### src/rtl/filter_rr_scheduler.sv
// filter_rr_scheduler: round-robin pop scheduler from NUM_FILTER filter buffers into one force pipeline.
// Ports: clk_i/rst_ni (async active-low reset), filter_data_available_i (per-filter non-empty),
// pipeline_ready_i (stall when 0), flush_req_i (drain pulse), count_clear_i (clear grant_count_o);
// arbitration_result_o (registered one-hot pop), grant_index_o (last winner), grant_valid_o,
// flush_done_o (1-cycle drain-complete pulse), grant_count_o (wrapping grant counter).
module filter_rr_scheduler #(
  parameter int NUM_FILTER  = 4,
  parameter int IDX_WIDTH   = 2,
  parameter int COUNT_WIDTH = 32
) (
  input  logic                   clk_i,
  input  logic                   rst_ni,
  input  logic [NUM_FILTER-1:0]  filter_data_available_i,
  input  logic                   pipeline_ready_i,
  input  logic                   flush_req_i,
  input  logic                   count_clear_i,
  output logic [NUM_FILTER-1:0]  arbitration_result_o,
  output logic [IDX_WIDTH-1:0]   grant_index_o,
  output logic                   grant_valid_o,
  output logic                   flush_done_o,
  output logic [COUNT_WIDTH-1:0] grant_count_o
);
  typedef enum logic [1:0] {RUN, FLUSH, DONE} state_e;
  state_e state_q, state_d;
  logic [NUM_FILTER-1:0] arb_q, arb_d, elig;
  logic [IDX_WIDTH-1:0] idx_q, idx_d, ptr_q, ptr_d, cand;
  logic [COUNT_WIDTH-1:0] cnt_q, cnt_d;
  logic drain_q, drain_d, grant, quiet;
  // The filter popped this cycle still reports its old flag, so it is masked for one cycle.
  always_comb begin
    elig = filter_data_available_i & ~arb_q;
    arb_d = '0;
    idx_d = idx_q;
    ptr_d = ptr_q;
    grant = 1'b0;
    cand = '0;
    if (pipeline_ready_i && state_q != DONE)
      for (int k = 1; k <= NUM_FILTER; k++) begin
        cand = IDX_WIDTH'((int'(ptr_q) + k) % NUM_FILTER);
        if (!grant && elig[cand]) begin
          grant = 1'b1;
          arb_d[cand] = 1'b1;
          idx_d = cand;
          ptr_d = cand;
        end
      end
    cnt_d = count_clear_i ? '0 : cnt_q + COUNT_WIDTH'(grant);
  end
  // Drain needs two quiet samples; a stalled quiet sample neither counts nor breaks the run.
  always_comb begin
    quiet = filter_data_available_i == '0 && arb_q == '0;
    state_d = state_q;
    drain_d = drain_q;
    case (state_q)
      RUN: if (flush_req_i) begin
        state_d = FLUSH;
        drain_d = 1'b0;
      end
      FLUSH: if (!quiet) drain_d = 1'b0;
      else if (pipeline_ready_i) begin
        drain_d = 1'b1;
        state_d = drain_q ? DONE : FLUSH;
      end
      default: begin
        state_d = RUN;
        drain_d = 1'b0;
      end
    endcase
  end
  always_ff @(posedge clk_i or negedge rst_ni)
    if (!rst_ni) begin
      state_q <= RUN;
      arb_q <= '0;
      idx_q <= '0;
      ptr_q <= IDX_WIDTH'(NUM_FILTER - 1);
      cnt_q <= '0;
      drain_q <= 1'b0;
    end else begin
      state_q <= state_d;
      arb_q <= arb_d;
      idx_q <= idx_d;
      ptr_q <= ptr_d;
      cnt_q <= cnt_d;
      drain_q <= drain_d;
    end
  assign arbitration_result_o = arb_q;
  assign grant_index_o = idx_q;
  assign grant_valid_o = |arb_q;
  assign flush_done_o = state_q == DONE;
  assign grant_count_o = cnt_q;
endmodule

### config.mk
export PLATFORM = sky130hd
export DESIGN_NAME = filter_rr_scheduler
export DESIGN_NICKNAME = d
export VERILOG_FILES = /design/src/rtl/filter_rr_scheduler.sv
export SDC_FILE = /design/constraint.sdc
export NUM_CORES = 1
export LEC_CHECK = 0
export CORE_MARGIN = 10
export CORE_UTILIZATION = 30
export CTS_CLUSTER_SIZE = 25
export DETAILED_ROUTE_END_ITERATION = 12
export GPL_ROUTABILITY_DRIVEN = 0
export PLACE_DENSITY = 0.56
export REMOVE_ABC_BUFFERS = 1
export SLEW_MARGIN = 40
export SYNTH_ARGS = -nofsm -noshare
export SYNTH_HDL_FRONTEND = slang
export SYNTH_SLANG_ARGS = --single-unit
### constraint.sdc
create_clock -name clk_i -period 5.1 [get_ports clk_i]
set_input_delay 0.765 -clock clk_i [delete_from_list [all_inputs] [get_ports clk_i]]
set_output_delay 0.765 -clock clk_i [all_outputs]
set_load 0.1 [all_outputs]
==> results.txt, run 1 <==
Cell area after placement: 2770 um2. Summing every instance area after synthesis gives 2390 um2. Measured along the x axis, the die boundary spans 109 um. The run gives 44 as the pin count of the biggest net entering global routing. The run gives 5.28 ns as the required time reported for the critical path endpoint. The share of the clock period used by the worst path after layout works out to 0.739. The top cell types in the final layout, fill and taps aside, are sky130_fd_sc_hd__nor2_1 (42), sky130_fd_sc_hd__dfrtp_1 (41), sky130_fd_sc_hd__buf_2 (40), sky130_fd_sc_hd__xor2_1 (23), sky130_fd_sc_hd__nand2_1 (18). In this run, post-CTS hold repair placed 0 buffers. The run gives 0 as the number of max-slew violations in the final report. The placeable core region was 7730 um2; the maximum net fanout on the critical path was 9.

For this design the ratio of total power to cell area is 430 nW/um2. Once routing completed, OpenROAD measured the worst setup slack at 1.33 ns. The sequential area share after synthesis was 0.452; the synthesis-to-layout area growth was 20.9%. The tools report the total routing usage reported by global routing as 0.0935. Summed over all layers, the global routing overflow is 0. The finished layout cell area was 2890 um2; the fmax was 265 MHz. The number of antenna violations at the first check in global routing was 0. The first global-routing pass estimated 9150 um of wire. The worst slack at placement came out at 1.02 ns.

Mean post-synth cell area: 9.95 um2. The remaining antenna violation count came out at 0. Clock tree synthesis found a total of 43 sinks. Summed over all instances, the cell type with the most area after synthesis is sky130_fd_sc_hd__dfrtp_1. Setup repair after global routing left no endpoint under its margin. In the routed layout, each cell is associated on average with a via count of 4.82. The tightest min-delay check is of the input port to asynchronous set/reset pin type. Setup violations remaining at the end of the flow were counted as 0.

The tools report the count of placed standard cells including taps as 385. The switching share of total power is 0.438. The run gives 0.433 as the part of the total power dissipated in combinational logic. For the number of iterations in the first detailed-routing pass, the log shows 4. Gates resized during post-CTS repair numbered 0.

The register cell area after layout came out at 1080 um2. After detailed routing, the number of remaining DRC violations is 0. Synthesis instantiated 43 different standard cells from the library. VDD sags by at most 0.000450 V. The sequential share of power is 0.345.

The layout has 804 filler cells. The tools report the signal arrival time at the worst endpoint as 3.94 ns. The number of ports placed on the die boundary is 49. Library cell used as clock root buffer: sky130_fd_sc_hd__clkbuf_8. For the number of vias after detailed routing, the log shows 1894. Sorting the synthesized cells by area gives the leading types as sky130_fd_sc_hd__dfrtp_1 (43%), sky130_fd_sc_hd__xor2_1 (8.4%), sky130_fd_sc_hd__nor2_1 (6.6%), sky130_fd_sc_hd__ha_1 (5.2%), sky130_fd_sc_hd__xnor2_1 (3.7%). The floorplan has 32 rows. The share of layout cells above drive strength 1 was 0.227; the starting density of the core was 0.309. The repair_antennas step left the layout with diodes totalling 0. Hold timing on the final database bottoms out at a slack of 0.459 ns. Class of the most critical setup path: input port to flip-flop.

The run gives 1902 as the via count of the first global-routing pass. In the final routed layout, each cell accounts on average for 14.2 um. For this run, the post-layout net count is 309. The headroom to the max-slew limit was 0.565.

The library cell used most frequently in the layout, excluding fill and tap cells, is sky130_fd_sc_hd__nor2_1. The run gives 5600 um as the total wirelength of the detailed-routed design. In this run the tool buffered the top-level ports with 48 buffer cells. TritonCTS built the clock tree. The number of standard cells in the layout, taps in and fillers out is 393. Post-CTS clock slew at the launch and capture registers of the worst setup and hold paths: 0.08 ns. Post-CTS timing repair inserted 0 buffers for setup. The maximum root-to-sink buffer count came out at 2. Critical path endpoint category: a flip-flop.

The startpoint kind of the worst setup timing path was an input port. The run finished with clean final reports. The floorplan die height is 109 um, and the area share of the leading cell type in the synthesized netlist is 0.430.

TritonCTS created 5 clock buffers. The tools report the post-synthesis instance total as 240. The shortest clock period the worst path allows after layout works out to 3.77 ns. The tools report the final hold violation count as 0. The clock reaches the later pin of the worst-skew pair after 0.29 ns. At the pin with the least slew margin, the transition time is 0.646 ns. In this run, synthesis produced a sequential element count of 43. The internal power of the cells was 0.697 mW; the number of H-tree levels was 2. In this run, the number of DRC markers left after iteration 0 of detailed routing was 63.

Summing all multi-input logic gate instances after layout gives 1260 um2. The tools report the overall die area as 11900 um2. The leakage power summed over all cells is 1.37 nW, and the part of the power in the clock network is 0.222. For the total of max-cap violations, the log shows 0.

Setup total negative slack on the finished layout was measured at 0 ns. The power spent charging and discharging nets came out at 0.544 mW. The Yosys step of the flow raised 0 warnings.

Final clock skew: 0.00663 ns. Detailed placement ended at an HPWL of 4130 um.
[path summary, 6_finish.rpt]
kind                                       startpoint                      end  slack (ns)  cells past startpoint
setup reg to reg              arbitration_result_o[2]        grant_count_o[31]        1.91                     11
max in group asynchronous                      rst_ni  arbitration_result_o[0]        4.26                      1
hold / removal                                 rst_ni         grant_count_o[6]        0.46                      1
setup / recovery           filter_data_available_i[2]        grant_count_o[31]        1.33                     12
hold reg to reg                            state_q[1]               state_q[0]        0.49                      1
min in group clk_i                         state_q[1]               state_q[0]        0.49                      1
[power groups by stage]
stage / Sequential [mW] / Clock, mW / Combinational (mW)
2_1_floorplan: 0.562 / 0 / 0.297
3_3_place_gp: 0.437 / 0 / 0.555
3_5_place_dp: 0.433 / 0 / 0.536
4_1_cts: 0.427 / 0.290 / 0.538
5_1_grt: 0.434 / 0.302 / 0.579
6_report: 0.428 / 0.276 / 0.537
[sequential cells by signal (all words and copies together) (netlist names)]
| name | flops |
|---|---|
| drain_q | 1 |
| state_q | 2 |
| grant_index_o | 2 |
| arbitration_result_o | 4 |
| ptr_q | 2 |
| grant_count_o | 32 |
[logic make-up (layout without fill, tap and decap cells)]
kind of cell / count (synthesis) / after routing / synth area share
simple gates: 118 / 118 / 0.261
flops: 43 / 43 / 0.452
xor+xnor: 33 / 33 / 0.121
compound gates: 23 / 23 / 0.0708
fa+ha+maj: 10 / 10 / 0.0524
buf+inv: 10 / 61 / 0.0199
mux: 3 / 3 / 0.0231
[cells in the mapped netlist, drive strengths merged]
cell type / instances
or3b: 1
a22oi: 1
dfstp: 2
nand4: 9
or4: 3
a21o: 2
ha: 10
o21ai: 6
xnor2: 10
nor2b: 8
dfrtp: 41
and4: 3
and2: 1
buf: 3
xor2: 23
a31o: 1
or2: 3
nand2b: 4
nor2: 42
mux4: 2
a222oi: 4
o211ai: 1
nand2: 18
a21oi: 5
nor3b: 1
clkbuf: 3
and3: 5
mux2i: 1
inv: 4
a311o: 1
a2111oi: 1
nor4: 4
nand3: 13
o22ai: 1
nor3: 3
[per-layer routing]
metal  vias to the layer above  routed length [um]  GRT usage
met5                         -                   0          0
met4                         0                  54     0.0344
met3                         5                 335     0.0307
met2                        32                2660      0.154
met1                       923                2550      0.112
li1                        934                   -          -
[cell type report]
cell class / count / share of cell area
multi-input combinational: 187 / 0.437
timing repair buffer: 49 / 0.0989
clock inverter: 2 / 0.0121
inverter: 4 / 0.00520
tap: 102 / 0.0442
clock buffer: 6 / 0.0286
sequential: 43 / 0.374
[stage by stage]
stage / power (mW) / utilization
detailed placement: 0.969 / 0.358
CTS: 1.26 / 0.373
finish: 1.24 / 0.373
global route: 1.31 / 0.373
floorplan: 0.859 / -
global placement: 0.992 / 0.384
[critical path, cell delays in order]
cell,delay [ns]
sky130_fd_sc_hd__clkdlybuf4s50_1,0.48
sky130_fd_sc_hd__nor2b_1,0.47
sky130_fd_sc_hd__nor2_1,0.12
sky130_fd_sc_hd__a31o_2,0.31
sky130_fd_sc_hd__inv_1,0.10
sky130_fd_sc_hd__ha_1,0.19
sky130_fd_sc_hd__nand2_1,0.17
sky130_fd_sc_hd__nor4_1,0.64
sky130_fd_sc_hd__and4_1,0.39
sky130_fd_sc_hd__nand3_1,0.11
sky130_fd_sc_hd__xor2_1,0.15
sky130_fd_sc_hd__nor2_1,0.05
Power figures use the tool's default switching activity.
==> inputs of run 2 (changes only) <==
- clock period: 5.1 -> 3.57 ns (I/O delays scaled with it)
==> run 2 against run 1 <==
Core utilization grew 0.63 points. Largest power group unchanged. Register-to-register slack lost 0.90 ns. Clock power rose by 64%. Cell count grew 1.0%. Die area did not move. Sequential cell count did not move. Sequential share of layout area down 0.62 points. Largest cell class unchanged. Sequential power grew 43%. Clock skew grew 0.0030 ns.
==> results.txt, run 2 (synthesis results as in run 1) <==
The run finished with clean final reports. For the multi-input gate area in the final layout, the log shows 1260 um2 (unchanged). The run gives 0 (unchanged) as the count of instances resized after the clock tree is built. For the number of ports placed on the die boundary, the log shows 49 (unchanged). The startpoint kind of the worst setup timing path was an input port (unchanged). The class of the worst hold path is input port to asynchronous set/reset pin (unchanged). Setup repair after global routing left no endpoint under its margin. The number of buffers created by CTS was 5 (unchanged). The tools report the number of vias after detailed routing as 1915 (was 1894). The stage delay of the slowest cell on the critical path is 0.49 ns (was 0.64 ns). The starting density of the core was 0.309 (unchanged). TritonCTS built the clock tree.

The most common cell after layout, fill and taps aside was sky130_fd_sc_hd__nor2_1 (unchanged). For the layout filler cell count, the log shows 788 (was 804). The signal arrival time at the worst endpoint came out at 3.05 ns (was 3.94 ns).

The count of routing violations after the opening detailed-route iteration was 78 (was 63). For the final clock skew, the log shows 0.00963 ns (was 0.00663 ns). The cell with the biggest individual delay on the critical path was sky130_fd_sc_hd__clkdlybuf4s50_1 (was sky130_fd_sc_hd__nor4_1). The fmax came out at 349 MHz.

The number of H-tree levels is 2 (unchanged), and the synthesis-to-layout area growth is 22.9% (was 20.9%). The logs give 0.380 (was 0.373) for the final core utilization and 32 (unchanged) for the number of rows in the core area. The run gives 0 (unchanged) as the post-cts hold buffer count.

The horizontal extent of the die came out at 109 um (unchanged). The maximum net fanout on the critical path is 5 (was 9), and the average wire length per cell after detail routing is 14.2 um (about the same). The required time reported for the critical path endpoint came out at 3.75 ns (was 5.28 ns). Share of layout cells above drive strength 1: 0.237 (was 0.227).

The number of max-slew violations in the final report was 0 (unchanged). For the overall die area, the log shows 11900 um2 (unchanged). The number of clock sinks was 43 (unchanged).

Ratio of total power to cell area: 625 nW/um2 (was 430 nW/um2). Number of buffers inserted by post-CTS setup repair: 0 (unchanged). The total wirelength of the detailed-routed design came out at 5630 um (was 5600 um). The number of iterations in the first detailed-routing pass is 4 (unchanged), and the pin count of the biggest net entering global routing is 44 (unchanged). The count of placed standard cells including taps is 389 (was 385), and the total routing usage reported by global routing is 0.0991 (was 0.0935). The via density per instance is 4.82 (about the same). The clock network latency to the later pin of the worst-skew pair came out at 0.30 ns (was 0.29 ns).

The leakage power summed over all cells is 1.39 nW (was 1.37 nW), and the number of flip-flops in the largest register is 32 (unchanged). The number of inserted diodes is 0 (unchanged), and the number of standard cells in the layout, taps in and fillers out is 397 (was 393). Maximum root-to-sink buffer count: 2 (unchanged). The tools report the critical path endpoint category as a flip-flop (unchanged).

The global-route wire length before repair was 9580 um (was 9150 um). Library cell appearing most often on the critical path: sky130_fd_sc_hd__nor2_1 (unchanged). The headroom to the max-slew limit is 0.642 (was 0.565), and the shortest clock period the worst path allows after layout is 2.87 ns. The post-CTS clock slew at the launch and capture registers of the worst setup and hold paths works out to 0.09 ns (was 0.08 ns).

The via count of the first global-routing pass is 1965 (was 1902), and the number of antenna violations at the first check in global routing is 0 (unchanged). The logs give 0 (unchanged) for the remaining antenna violation count and 0 (unchanged) for the sum of overflow across all layers after global routing. List of cells traversed by the critical path: clkdlybuf4s50_1, nor2b_1, nor2_1, a31o_2, inv_1, ha_1, nand2_1, nor4_1, buf_4, and2_0, nand4_1, xor2_1, nor2_1 (was clkdlybuf4s50_1, nor2b_1, nor2_1, a31o_2, inv_1, ha_1, nand2_1, nor4_1, and4_1, nand3_1, xor2_1, nor2_1). The count of port buffers added during placement is 48 (unchanged), and the power after layout is 1.83 mW (was 1.24 mW). The floorplan die height was 109 um (unchanged); the residual DRC count was 0 (unchanged). Register cell area after layout: 1080 um2 (unchanged). The slew at the pin closest to its max-slew limit works out to 0.532 ns (was 0.646 ns). The tools report the total of max-cap violations as 0 (unchanged). The logs give 0.000739 V (was 0.000450 V) for the largest vdd supply drop and 313 (was 309) for the final net count. The aggregate negative setup slack is 0 ns (unchanged). Highest-count cells in the layout ignoring fill and taps: sky130_fd_sc_hd__nor2_1 (42), sky130_fd_sc_hd__dfrtp_1 (41), sky130_fd_sc_hd__buf_2 (40), sky130_fd_sc_hd__xor2_1 (23), sky130_fd_sc_hd__nand2_1 (18) (unchanged). The tools report the placed wire-length estimate after detailed placement as 4200 um (was 4130 um).

Class of the most critical setup path: input port to flip-flop (unchanged). For the number of failing setup endpoints in the final timing report, the log shows 0 (unchanged). The library cell used as clock root buffer was sky130_fd_sc_hd__clkbuf_8 (unchanged).

The share of the clock period used by the worst path after layout came out at 0.803. The tools report the placeable core region as 7730 um2 (unchanged). Final hold violation count: 0 (unchanged).
-- run 2: cell types whose count changed in the layout (fill, tap and decap cells not counted), sizes merged --
| cell | delta |
|---|---|
| buf | +4 |
| bufinv | +1 |
| clkbuf | -1 |
| clkinv | -1 |
| clkinvlp | +1 |
-- run 2: final cells by class --
class	count	share of cell area
clock inverters	3	0.0230
repair buffers	53	0.107
clock buffers	5	0.0235
inverters	4	0.00512
multi-input cells	187	0.430
flip-flops and latches	43	0.368
well taps	102	0.0435
-- run 2: critical path: cells and delay by family --
kind / cells / cell delay, ns
AND/OR/NAND/NOR: 7 / 1.12
buffers and inverters: 3 / 0.75
XOR/XNOR: 1 / 0.15
adder cells (fa/ha/maj): 1 / 0.19
AO/OA/AOI/OAI: 1 / 0.28
-- run 2: where the power goes --
group | total (mW) | switching, mW | internal [mW] | leakage, nW
clock | 0.454 | 0.175 | 0.279 | 0.0644
combinational | 0.769 | 0.534 | 0.234 | 0.744
sequential | 0.610 | 0.0720 | 0.538 | 0.582
total | 1.83 | 0.781 | 1.05 | 1.39
-- run 2: final timing paths --
| kind | start | end | slack (ns) | depth (start not counted) |
|---|---|---|---|---|
| max in group asynchronous | rst_ni | arbitration_result_o[2] | 2.98 | 1 |
| hold / removal | rst_ni | grant_count_o[6] | 0.21 | 1 |
| setup / recovery | filter_data_available_i[3] | grant_count_o[22] | 0.70 | 13 |
| setup reg to reg | state_q[1] | grant_count_o[22] | 1.01 | 12 |
| min in group clk_i | state_q[1] | state_q[0] | 0.47 | 1 |
| hold reg to reg | state_q[1] | state_q[0] | 0.47 | 1 |
-- run 2: per-stage QoR --
stage / setup WS, ns / area, um2 / hold WS (ns)
final: 0.705 / 2930 / 0.213
after global routing: 0.412 / 2930 / 0.248
after CTS: 0.686 / 2930 / 0.234
after detailed placement: 0.364 / 2800 / 0.468
after global placement: 0.431 / 3000 / 0.461
after floorplan: 0.0629 / 2350 / 0.240
-- run 2: metal layers --
layer,global-route usage,vias to the layer above,routed length (um),part of all wire
li1,-,939,-,-
met1,0.114,927,2480,0.44
met2,0.170,42,2710,0.48
met3,0.0354,7,377,0.067
met4,0.0279,0,61,0.011
met5,0,-,0,0
==> inputs of run 3 (changes only) <==
- clock period: 3.57 -> 3 ns (I/O delays scaled with it)
==> run 3 against run 2 <==
First-iteration DRC count shrank 22%. Non-clock buffer count grew 9. Power grew 11%. Worst hold slack lost 0.071 ns. Register-to-register slack lost 0.49 ns. Cell area grew 3.8%. Cell count grew 2.3%. Clock power shrank 22%. Clock-buffer cell count grew 3. Critical path type unchanged. Die area is the same. Sequential power grew 20%. Highest routed layer unchanged. Via count shrank 0.63%.
==> results.txt, run 3 (synthesis results as in run 1) <==
Number of clock sinks: 43 (unchanged). List of cells traversed by the critical path: clkdlybuf4s50_1, nor2b_1, nor2_1, a31o_2, inv_1, ha_1, nand2_1, nor4_1, buf_4, and2_0, nand4_1, xor2_1, nor2_1 (unchanged). Remaining antenna violation count: 0 (unchanged). For the finished layout, the period the worst path requires is 2.63 ns. The family of cells with the greatest summed delay on the critical path is simple AND/OR/NAND/NOR gates (unchanged). The tools report the number of iterations in the first detailed-routing pass as 4 (unchanged). Critical path endpoint category: a flip-flop (unchanged).

The logs give 0.371 ns (was 0.705 ns) for the final worst slack and 1.12 mW (was 1.05 mW) for the internal power of the cells. The via count of the first global-routing pass came out at 1983 (was 1965). The power spent charging and discharging nets is 0.915 mW (was 0.781 mW), and the number of failing setup endpoints in the final timing report is 0 (unchanged). The maximum net fanout on the critical path was 5 (unchanged). The number of flip-flops in the largest register was 32 (unchanged).

The global-route wire length before repair was 9580 um (unchanged); the required time reported for the critical path endpoint was 3.18 ns (was 3.75 ns). The residual DRC count is 0 (unchanged), and the average wire length per cell after detail routing is 13.8 um (was 14.2 um). The headroom to the max-slew limit came out at 0.630 (was 0.642). The tools report the startpoint kind of the worst setup timing path as an input port (unchanged). For the worst slack at placement, the log shows 0.0452 ns (was 0.364 ns). For the part of the power in the clock network, the log shows 0.175 (was 0.248).

Count of buffer and inverter cells on the critical path: 3 (unchanged). The final net count is 322 (was 313). The flow ran to the end, and the final reports show no timing, DRC or antenna violations. The number of rows in the core area is 32 (unchanged), and the sequential share of power is 0.359 (was 0.333).

The post-CTS clock slew at the launch and capture registers of the worst setup and hold paths is 0.08 ns (was 0.09 ns), and the number of buffers created by CTS is 5 (unchanged). Starting density of the core: 0.309 (unchanged). The number of vias after detailed routing was 1903 (was 1915); the fmax was 380 MHz. Placed wire-length estimate after detailed placement: 4190 um (was 4200 um). The start point of the critical path was filter_data_available_i[2] (was filter_data_available_i[3]). The tools report the final clock skew as 0.00675 ns (was 0.00963 ns). Cell with the biggest individual delay on the critical path: sky130_fd_sc_hd__clkdlybuf4s50_1 (unchanged).

The number of ports placed on the die boundary was 49 (unchanged); the part of the total power dissipated in combinational logic was 0.467 (was 0.419). The run gives 769 (was 788) as the layout filler cell count. Worst flop-to-flop path startpoint: state_q[1] (unchanged). The clock network latency to the later pin of the worst-skew pair was 0.30 ns (about the same). Setup repair after global routing left no endpoint under its margin. The total wirelength of the detailed-routed design came out at 5600 um (was 5630 um). The run gives 2.81 ns (was 3.05 ns) as the signal arrival time at the worst endpoint. The pin count of the biggest net entering global routing was 44 (unchanged). The count of routing violations after the opening detailed-route iteration came out at 61 (was 78). Floorplan die height: 109 um (unchanged). Slew at the pin closest to its max-slew limit: 0.554 ns (was 0.532 ns). The tools report the number of inserted diodes as 0 (unchanged). The count of port buffers added during placement is 48 (unchanged).

The most common cell after layout, fill and taps aside was sky130_fd_sc_hd__buf_4 (was sky130_fd_sc_hd__nor2_1). The overall die area is 11900 um2 (unchanged), and the share of the clock period used by the worst path after layout is 0.876. The run gives 0.000998 V (was 0.000739 V) as the largest vdd supply drop. The logs give 0 (unchanged) for the count of instances resized after the clock tree is built and 0.142 ns (was 0.213 ns) for the minimum hold slack. The tools report the number of max-slew violations in the final report as 0 (unchanged).

The class of the worst hold path is input port to asynchronous set/reset pin (unchanged). For the total of max-cap violations, the log shows 0 (unchanged). TritonCTS built the clock tree. The run gives 0 (unchanged) as the final hold violation count.

The horizontal extent of the die was 109 um (unchanged). Number of buffers inserted by post-CTS setup repair: 0 (unchanged). The library cell appearing most often on the critical path is sky130_fd_sc_hd__nor2_1 (unchanged).

For the post-cts hold buffer count, the log shows 0 (unchanged). The switching share of total power is 0.449 (was 0.426), and the ratio of total power to cell area is 669 nW/um2 (was 625 nW/um2). The logs give 0 (unchanged) for the sum of overflow across all layers after global routing and 1.41 nW (was 1.39 nW) for the leakage power summed over all cells. Synthesis-to-layout area growth: 27.6% (was 22.9%).

The via density per instance was 4.69 (was 4.82). Highest-count cells in the layout ignoring fill and taps: sky130_fd_sc_hd__buf_4 (55), sky130_fd_sc_hd__nor2_1 (42), sky130_fd_sc_hd__dfrtp_1 (41), sky130_fd_sc_hd__xor2_1 (23), sky130_fd_sc_hd__nand2_1 (18) (was sky130_fd_sc_hd__nor2_1 (42), sky130_fd_sc_hd__dfrtp_1 (41), sky130_fd_sc_hd__buf_2 (40), sky130_fd_sc_hd__xor2_1 (23), sky130_fd_sc_hd__nand2_1 (18)). The run gives 2 (unchanged) as the number of H-tree levels. The run gives 7730 um2 (unchanged) as the placeable core region. Share of layout cells above drive strength 1: 0.250 (was 0.237).

The class of the most critical setup path is input port to flip-flop (unchanged). Stage delay of the slowest cell on the critical path: 0.46 ns (was 0.49 ns). The number of antenna violations at the first check in global routing was 0 (unchanged); the maximum root-to-sink buffer count was 2 (unchanged).

Library cell used as clock root buffer: sky130_fd_sc_hd__clkbuf_8 (unchanged). The run gives 0.0990 (was 0.0991) as the total routing usage reported by global routing.
run 3: cell count changes in the layout (fill, tap and decap cells not counted), sizes merged:
cell,before,now
buf,46,55
clkbuf,5,8
bufinv,2,0
clkinvlp,1,0
run 3: layout make-up:
type                       instances  area (um2)  area share
clock buffer                       8        80.1      0.0263
multi-input combinational        187        1260       0.414
sequential                        43        1080       0.354
tap                              102         128      0.0419
timing repair buffer              62         483       0.159
inverter                           4        15.0     0.00493
run 3: per-layer routing:
metal / routed length, um / track usage
met1: 2430 / 0.116
met2: 2730 / 0.167
met3: 381 / 0.0360
met4: 57 / 0.0279
met5: 0 / 0
run 3: through the flow:
step                utilization  instance area, um2  total power [mW]  cells  setup TNS (ns)
floorplan                     -                2350              1.46    234           -7.99
global placement          0.383                2960              1.69    398               0
detailed placement        0.384                2970              1.70    398               0
CTS                       0.394                3050              2.07    406               0
global route              0.394                3050              2.18    406               0
finish                    0.394                3050              2.04    406               0
run 3: power by group through the flow:
| stage | combinational, mW | sequential [mW] | clock, mW |
|---|---|---|---|
| floorplan | 0.504 | 0.956 | 0 |
| global placement | 0.949 | 0.741 | 0 |
| detailed placement | 0.956 | 0.740 | 0 |
| CTS | 0.961 | 0.731 | 0.373 |
| global route | 1.04 | 0.746 | 0.400 |
| finish | 0.951 | 0.731 | 0.356 |
run 3: worst paths after layout:
check / depth (start not counted) / endpoint / slack, ns
min in group clk_i: 1 / drain_q / 0.48
setup reg to reg: 12 / grant_count_o[22] / 0.52
max in group asynchronous: 1 / state_q[1] / 2.48
setup / recovery: 13 / grant_count_o[22] / 0.37
hold reg to reg: 1 / drain_q / 0.48
hold / removal: 1 / grant_count_o[6] / 0.14
